`src/rtl/imem_loader.sv`:
```
// rtl/imem_loader.sv - length-prefixed byte stream to instruction memory loader
//
// Receives a big-endian 16-bit word count N followed by 4*N data bytes, packs
// each group of four bytes (first byte in bits [31:24]) into one instruction
// word and writes it to the instruction memory at consecutive word addresses.
// busy is held for the whole load so the CPU can be kept in reset meanwhile.
//
// Optional feature macro: IMEM_LOADER_CHECKSUM_EN
//   When defined, one trailing byte equal to the XOR of all data bytes is
//   expected after the data; a mismatch sets err at the end of the load.
//
// Ports:
//   clk, rst_n          clock, asynchronous active-low reset
//   load_start          start request, only honoured while idle
//   in_data/in_valid    input byte stream
//   in_ready            byte accepted on in_valid && in_ready
//   mem_we/mem_addr/mem_wdata  instruction memory write port (one strobe per word)
//   busy                load in progress
//   done                one-cycle pulse at end of load
//   err                 overflow (or checksum) error of the last load

module imem_loader #(
    parameter int DATA_WIDTH = 32,
    parameter int ADDR_WIDTH = 10
) (
    input  logic                  clk,
    input  logic                  rst_n,
    input  logic                  load_start,
    input  logic [7:0]            in_data,
    input  logic                  in_valid,
    output logic                  in_ready,
    output logic                  mem_we,
    output logic [ADDR_WIDTH-1:0] mem_addr,
    output logic [DATA_WIDTH-1:0] mem_wdata,
    output logic                  busy,
    output logic                  done,
    output logic                  err
);

    typedef enum logic [2:0] {
        S_IDLE,
        S_LEN_HI,
        S_LEN_LO,
        S_DATA,
`ifdef IMEM_LOADER_CHECKSUM_EN
        S_CSUM,
`endif
        S_DONE
    } state_t;

    state_t      state, state_d;
    logic [15:0] len;
    logic [16:0] wcnt;       // words completed so far; wider than any address
    logic [1:0]  bidx;
    logic [23:0] word_sr;
    logic        ovf;
    logic        flush;      // cycle in which the final word's write is issued
    logic        flush_d;
    logic        in_ready_d;
    logic [7:0]  csum;

    logic xfer, len_zero, word_end, last_word, in_range, csum_miss;

    assign xfer      = in_valid && in_ready;
    assign len_zero  = ({len[15:8], in_data} == 16'd0);
    assign word_end  = (state == S_DATA) && xfer && (bidx == 2'd3);
    assign last_word = ((wcnt + 17'd1) == {1'b0, len});
    assign in_range  = ((wcnt >> ADDR_WIDTH) == 17'd0);
`ifdef IMEM_LOADER_CHECKSUM_EN
    assign csum_miss = (state == S_CSUM) && xfer && (in_data != csum);
`else
    assign csum_miss = 1'b0;
`endif

    always_comb begin
        state_d = state;
        flush_d = 1'b0;
        case (state)
            S_IDLE:   if (load_start) state_d = S_LEN_HI;
            S_LEN_HI: if (xfer) state_d = S_LEN_LO;
            S_LEN_LO: begin
                if (xfer) begin
`ifdef IMEM_LOADER_CHECKSUM_EN
                    state_d = len_zero ? S_CSUM : S_DATA;
`else
                    state_d = len_zero ? S_DONE : S_DATA;
`endif
                end
            end
            S_DATA: begin
                if (flush) begin
                    state_d = S_DONE;
                end else if (word_end && last_word) begin
`ifdef IMEM_LOADER_CHECKSUM_EN
                    state_d = S_CSUM;
`else
                    // A written final word needs its strobe cycle before done;
                    // a dropped one can finish straight away.
                    if (in_range) flush_d = 1'b1;
                    else          state_d = S_DONE;
`endif
                end
            end
`ifdef IMEM_LOADER_CHECKSUM_EN
            S_CSUM:   if (xfer) state_d = S_DONE;
`endif
            S_DONE:   state_d = S_IDLE;
            default:  state_d = S_IDLE;
        endcase

        in_ready_d = (state_d == S_LEN_HI) || (state_d == S_LEN_LO) ||
                     ((state_d == S_DATA) && !flush_d);
`ifdef IMEM_LOADER_CHECKSUM_EN
        if (state_d == S_CSUM) in_ready_d = 1'b1;
`endif
    end

    always_ff @(posedge clk or negedge rst_n) begin
        if (!rst_n) begin
            state     <= S_IDLE;
            flush     <= 1'b0;
            in_ready  <= 1'b0;
            busy      <= 1'b0;
            done      <= 1'b0;
            err       <= 1'b0;
            mem_we    <= 1'b0;
            mem_addr  <= '0;
            mem_wdata <= '0;
            len       <= '0;
            wcnt      <= '0;
            bidx      <= '0;
            word_sr   <= '0;
            ovf       <= 1'b0;
            csum      <= '0;
        end else begin
            state    <= state_d;
            flush    <= flush_d;
            in_ready <= in_ready_d;
            busy     <= (state_d != S_IDLE);
            done     <= (state_d == S_DONE);
            mem_we   <= 1'b0;

            if (state == S_IDLE && load_start) begin
                err  <= 1'b0;
                len  <= '0;
                wcnt <= '0;
                bidx <= '0;
                ovf  <= 1'b0;
                csum <= '0;
            end
            if (state == S_LEN_HI && xfer) len[15:8] <= in_data;
            if (state == S_LEN_LO && xfer) len[7:0]  <= in_data;

            if (state == S_DATA && xfer) begin
                bidx    <= bidx + 2'd1;
                word_sr <= {word_sr[15:0], in_data};
                csum    <= csum ^ in_data;
                if (bidx == 2'd3) begin
                    wcnt <= wcnt + 17'd1;
                    if (in_range) begin
                        mem_we    <= 1'b1;
                        mem_addr  <= wcnt[ADDR_WIDTH-1:0];
                        mem_wdata <= {word_sr, in_data};
                    end else begin
                        ovf <= 1'b1;
                    end
                end
            end

            // Fold in errors detected on the very edge that enters DONE.
            if (state_d == S_DONE)
                err <= ovf | (word_end && !in_range) | csum_miss;
        end
    end

endmodule

```
`config.mk`:
```
export PLATFORM = sky130hd
export DESIGN_NAME = imem_loader
export DESIGN_NICKNAME = d
export VERILOG_FILES = /design/src/rtl/imem_loader.sv
export SDC_FILE = /design/constraint.sdc
export NUM_CORES = 1
export LEC_CHECK = 0
export CORE_MARGIN = 2
export CORE_UTILIZATION = 30
export CTS_BUF_LIST = sky130_fd_sc_hd__clkbuf_4 sky130_fd_sc_hd__clkbuf_8 sky130_fd_sc_hd__clkbuf_16
export DETAILED_ROUTE_END_ITERATION = 8
export RECOVER_POWER = 50
export SLEW_MARGIN = 10
export SYNTH_ARGS = -nofsm -noshare
export SYNTH_HDL_FRONTEND = slang
export SYNTH_SLANG_ARGS = --single-unit
```
`constraint.sdc`:
```
create_clock -name clk -period 7.1 [get_ports clk]
set_clock_uncertainty 0.15 [all_clocks]
set_input_delay 1.065 -clock clk [delete_from_list [all_inputs] [get_ports clk]]
set_output_delay 1.065 -clock clk [all_outputs]
set_load 0.03 [all_outputs]
```
======== Word level (Yosys, flattened, before mapping) ========
Cells that the tools add are included.
operators by class
  $add $sub $neg .......................... 2
  eq/ne operators ......................... 9
  multiplexer cells ....................... 28
  bitwise logic cells ..................... 1
  reductions and logical operators ........ 22
operators by type and width
  operator                 count
  $mux W17                 3
  $mux W3                  7
  $add A17 B1 Y17 const B  1
  $eq A17 B16 Y1           1
  $logic_not A17 Y1        1
  $logic_not A16 Y1        1
  $mux W16                 1
  $mux W8                  2
  $eq A3 B2 Y1 const B     4
  $mux W1                  12
  $pmux W3 S4              1
  $logic_and A1 B1 Y1      9
  $reduce_bool A2 Y1       4
  $eq A3 B1 Y1 const B     2
  $mux W2                  2
  $eq A3 B3 Y1 const B     1
  $logic_not A3 Y1         1
  $reduce_and A3 Y1        1
  $reduce_bool A3 Y1       1
  $add A2 B1 Y2 const B    1
  $eq A2 B2 Y1 const B     1
  $logic_not A1 Y1         2
  $logic_or A1 B1 Y1       2
  $or A1 B1 Y1             1
storage, ports and cells
  register bits ........................... 111
  input port bits ......................... 12
  output and inout port bits .............. 47
  logic and storage cells ................. 77

======== Logic depth before layout (Yosys ltp) ========
  word-level depth ........................ 10
  mapped depth ............................ 10
  mapped depth without buffers ............ 8

======== Worst setup path after synthesis ========
No wires, ideal clock.
  path kind ............................... in2reg
  from .................................... in in_valid
  to ...................................... reg word_sr[6]
  arrival ................................. 2,353 ps
  slack ................................... 4,472 ps
  stages on the path ...................... 5
  path buffers ............................ 2
  cells stage by stage .................... nand2_1 -> nor2b_1 -> clkbuf_1 -> buf_1 -> mux2_2
between the ends
  longest elaborated chain between the ends .. 2
RTL lines
  what                    RTL line  source
  start: declaration      30        input logic in_valid,
  $logic_and A1 B1 Y1     64        assign xfer = in_valid && in_ready;
  $logic_and A1 B1 Y1     154       if (state == S_DATA && xfer) begin
  end signal: assignment  156       word_sr <= {word_sr[15:0], in_data};
  end: declaration        55        logic [23:0] word_sr;
Every way passes these cells.
A chain may end at the register's enable or synchronous reset.

======== Final worst setup path ========
  from .................................... in in_valid
  to ...................................... reg flush
between the ends
  longest elaborated chain between the ends .. 7
RTL lines
  what                               RTL line  source
  $logic_and A1 B1 Y1                64
  $logic_and A1 B1 Y1 (2 in series)  66        assign word_end = (state == S_DATA) && xfer && (bidx == 2'd3);
  $logic_and A1 B1 Y1                93        end else if (word_end && last_word) begin
  $mux W1                            93
  $mux W1                            91        if (flush) begin
  $mux W1                            78        case (state)
  via flush_d                        58        logic flush_d;
  end signal: assignment             137       flush <= flush_d;
  end: declaration                   57        logic flush;
The timed path passes the listed nets, and every way through them passes these cells.

==> impl_metrics.py <==
metrics = {
    "power": {
        "sw_frac_of_total": 0.378,
        "p_clk_frac": 0.205,
        "combinationalPowerShare": 0.362,
        "power.switching_uw": 898,
        "cell_area_power_density_mw_per_mm2": 384,
        "power.leakage_nw": 2.78,
        "internal_power_mw": 1.48,
        "power.ir.vdd_worst_mv": 0.216,
        "share_seq_of_total_power": 0.433,
        "finalPower_mw": 2.38,
    },
    "critical_path": {
        "worst_setup_path_start_kind": "input port",
        "crit_path_max_fanout": 43,
        "timing.critical_path.cells": "dlygate4sd3_1 -> nand2_1 -> nor2b_2 -> clkbuf_1 -> and2_0 -> nand2_1 -> buf_4 -> or4_1 -> nor2_1",
        "critical_path.top_delay_family": "buffers and inverters",
        "cpMostUsedCell": "sky130_fd_sc_hd__nand2_1",
        "timing.critical_path.buf_inv": 3,
        "worstPathRequired_ps": 7230,
        "critical_path.max_stage_delay_ps": 1060,
        "critical_path.slowest_cell": "sky130_fd_sc_hd__clkbuf_1",
        "cp_data_arrival_time_ps": 4860,
        "critPathKind": "input port to flip-flop",
        "timing.critical_path.to_type": "flip-flop",
    },
    "timing": {
        "period_needed_ps": 4730,
        "final_slew_viol_count": 114,
        "finalSetupViolations": 0,
        "worst-slew-pin-transition_ps": 1900,
        "relSlewSlack": -0.267,
        "layout_worst_path_cycle_share": 0.666,
        "fmaxAchievable_ghz": 0.212,
        "post_route_setup_tns_ps": 0,
        "rsz_0062_raised_after_global_routing": "no",
        "timing_hold_violations_final": 0,
    },
    "clocking": {
        "clock_pin_slew_on_the_worst_setup_and_hold_paths_ps": 70,
        "worst_skew_pair.late_latency_ps": 360,
        "postCtsResizedCells": 0,
        "number_of_levels_the_h_tree_was_split_into": 3,
        "clock-sinks": 111,
        "clockBufferDepth": 2,
        "cts_inserted_buffers": 9,
        "cts_tree": "done",
        "post-cts-setup-buffer-count": 0,
        "cts.root.buffer_cell": "sky130_fd_sc_hd__clkbuf_16",
        "hold_buffers": 0,
    },
    "die": {
        "top_level_ports": 59,
        "die_w_um": 135,
        "die_height_um": 135,
        "design.core.area_mm2": 0.0167,
        "floorplan.initialDensity": 0.309,
        "placement_rows": 47,
        "design.die.area_mm2": 0.0183,
    },
    "flow_run": {
        "cap_viol_max_count": 2,
    },
    "yosys": {
        "synth_cell_types": 59,
        "synth_sequential_area_ratio": 0.538,
        "yosysMostFrequentCell": "sky130_fd_sc_hd__nand2_1",
        "ys_seq_elements": 111,
        "dominantRegCellSynth": "sky130_fd_sc_hd__dfrtp_1",
        "syn-instance-count": 543,
        "netlist_top_cells_area": "sky130_fd_sc_hd__dfrtp_1 54%, sky130_fd_sc_hd__nand2_1 13%, sky130_fd_sc_hd__mux2_2 5.2%",
        "syn_nets": 557,
        "number_of_enable_type_register_cells_in_the_synthesized_netlist": 0,
        "synth-async-reset-ratio": 1.00,
        "post_synth_instance_area_mm2": 0.00516,
        "ys.warnings.count": 0,
        "synthDominantCellAreaShare": 0.538,
        "netlist.top_cell.by_area": "sky130_fd_sc_hd__dfrtp_1",
        "synth_area_per_cell_um2": 9.50,
        "synth_common_cells": "184 x sky130_fd_sc_hd__nand2_1, 111 x sky130_fd_sc_hd__dfrtp_1, 46 x sky130_fd_sc_hd__o21ai_0",
    },
    "detailed_routing": {
        "firstDrtPassIters": 5,
        "detail-route-antenna-nets": 0,
        "routed_wl_mm": 13.1,
        "post_drt_via_cell_ratio": 4.97,
        "vias": 4026,
        "detail_route.iter0.violations": 345,
        "drt_drc_violations_left": 0,
        "avgRoutedWirePerCell_um": 16.1,
    },
    "global_route": {
        "first_pass_grt_wire_length_mm": 21.0,
        "groute.usage.overall": 0.148,
        "vias_in_the_first_global_route": 3940,
        "grt_antenna_before_repair": 0,
        "grt-ovfl-total": 0,
        "maximum_number_of_pins_on_one_net_before_global_route_repair": 80,
    },
    "layout": {
        "final-instance-count-excl-fill": 810,
        "num-nets-final": 599,
        "num_antenna_cells": 0,
        "area_delta_synth_final_pct": 19.8,
        "drive_gt1_frac": 0.107,
    },
    "place": {
        "dpl.hpwl_mm": 8.87,
        "port_buffers": 58,
        "place.gp.congestion": 0.869,
        "post-place-cells": 794,
    },
    "outcome": {
        "violations": "capacitance limit, slew limit",
        "run_status": "finished, violations left",
    },
    "worst_hold_path": {
        "hp-class": "flip-flop to flip-flop",
    },
}
## worst reg2reg max path, delay by kind of cell, from the launching register on
family	cells	cell delay, ps
flip-flops	1	480
buffers and inverters	2	1400
AND/OR/NAND/NOR	6	2000
## flip-flops by register name (all words and copies together), names as in the netlist
| signal | cells |
|---|---|
| done | 1 |
| wcnt | 17 |
| flush | 1 |
| state | 3 |
| in_ready | 1 |
| mem_wdata | 32 |
| mem_addr | 10 |
| len | 16 |
| bidx | 2 |
| busy | 1 |
| mem_we | 1 |
| err | 1 |
| ovf | 1 |
| word_sr | 24 |
## through the flow
| stage | hold slack [ps] | util | instance area, um^2 | setup WS, ps |
|---|---|---|---|---|
| 3_3_place_gp | 301 | 0.354 | 5920 | 2730 |
| 5_1_grt | 355 | 0.370 | 6180 | 2000 |
| 3_5_place_dp | 312 | 0.354 | 5920 | 2620 |
| 2_1_floorplan | 285 | - | 5160 | 4470 |
| 6_report | 325 | 0.370 | 6180 | 2370 |
| 4_1_cts | 330 | 0.371 | 6200 | 2980 |
## cell usage in the layout, fill, tap and decap left out, types with 3 or more instances in the layout
master | netlist | routed
sky130_fd_sc_hd__a21o_1 | 3 | 3
sky130_fd_sc_hd__a21oi_1 | 5 | 5
sky130_fd_sc_hd__a31oi_1 | 3 | 3
sky130_fd_sc_hd__clkbuf_1 | 24 | 3
sky130_fd_sc_hd__clkbuf_16 | 0 | 9
sky130_fd_sc_hd__clkdlybuf4s50_1 | 0 | 55
sky130_fd_sc_hd__dfrtp_1 | 111 | 111
sky130_fd_sc_hd__inv_6 | 0 | 3
sky130_fd_sc_hd__mux2_2 | 24 | 24
sky130_fd_sc_hd__nand2_1 | 184 | 184
sky130_fd_sc_hd__nand2b_1 | 4 | 4
sky130_fd_sc_hd__nand3_1 | 11 | 11
sky130_fd_sc_hd__nand4_1 | 3 | 3
sky130_fd_sc_hd__nor2_1 | 21 | 21
sky130_fd_sc_hd__nor2b_1 | 4 | 3
sky130_fd_sc_hd__nor3_1 | 8 | 8
sky130_fd_sc_hd__nor4_1 | 8 | 8
sky130_fd_sc_hd__o211ai_1 | 3 | 3
sky130_fd_sc_hd__o21ai_0 | 46 | 46
sky130_fd_sc_hd__xnor2_1 | 13 | 13
sky130_fd_sc_hd__xor2_1 | 7 | 7
## path summary, 6_finish.rpt
check	start	to	slack, ps	cells past startpoint
setup reg to reg	state[2]$_DFF_PN0_	flush$_DFF_PN0_	3010	8
max in group asynchronous	rst_n	word_sr[0]$_DFFE_PN0P_	3050	2
hold reg to reg	word_sr[16]$_DFFE_PN0P_	mem_wdata[24]$_DFFE_PN0P_	330	2
min in group asynchronous	rst_n	busy$_DFF_PN0_	1070	1
setup / recovery	in_valid	flush$_DFF_PN0_	2370	9
hold / removal	word_sr[16]$_DFFE_PN0P_	mem_wdata[24]$_DFFE_PN0P_	330	2
## layer usage
layer	routed length, um	part of all wire	vias up	GRT usage
met4	120	0.0092	0	0.0307
met2	6250	0.48	114	0.243
met5	0	0	-	0
li1	-	-	1910	-
met3	717	0.055	8	0.0378
met1	5980	0.46	1994	0.198
## cell type report
type	count	area, um^2
clock buffers	11	240
clock inverters	5	40.0
fillers	1686	10500
inverters	3	11.3
multi-input cells	397	2240
flip-flops and latches	111	2780
well taps	220	275
repair buffers	63	602
## power groups by stage
stage / Sequential (mW) / Clock [mW] / Combinational, mW
final: 1.03 / 0.488 / 0.860
after global routing: 1.06 / 0.526 / 0.935
after CTS: 1.03 / 0.499 / 0.874
after detailed placement: 1.03 / 0 / 0.869
after global placement: 1.03 / 0 / 0.849
after floorplan: 1.17 / 0 / 0.380
## cells by family after synthesis
family                   count (synthesis)  share of synthesized area
AO/OA/AOI/OAI                           77                     0.0907
XOR/XNOR                                22                     0.0403
adder cells (fa/ha/maj)                  2                    0.00485
buffers and inverters                   35                     0.0298
flip-flops                             111                      0.538
multiplexers                            25                     0.0543
AND/OR/NAND/NOR                        271                      0.242
Note: power is estimated with default switching activity, not from simulation.
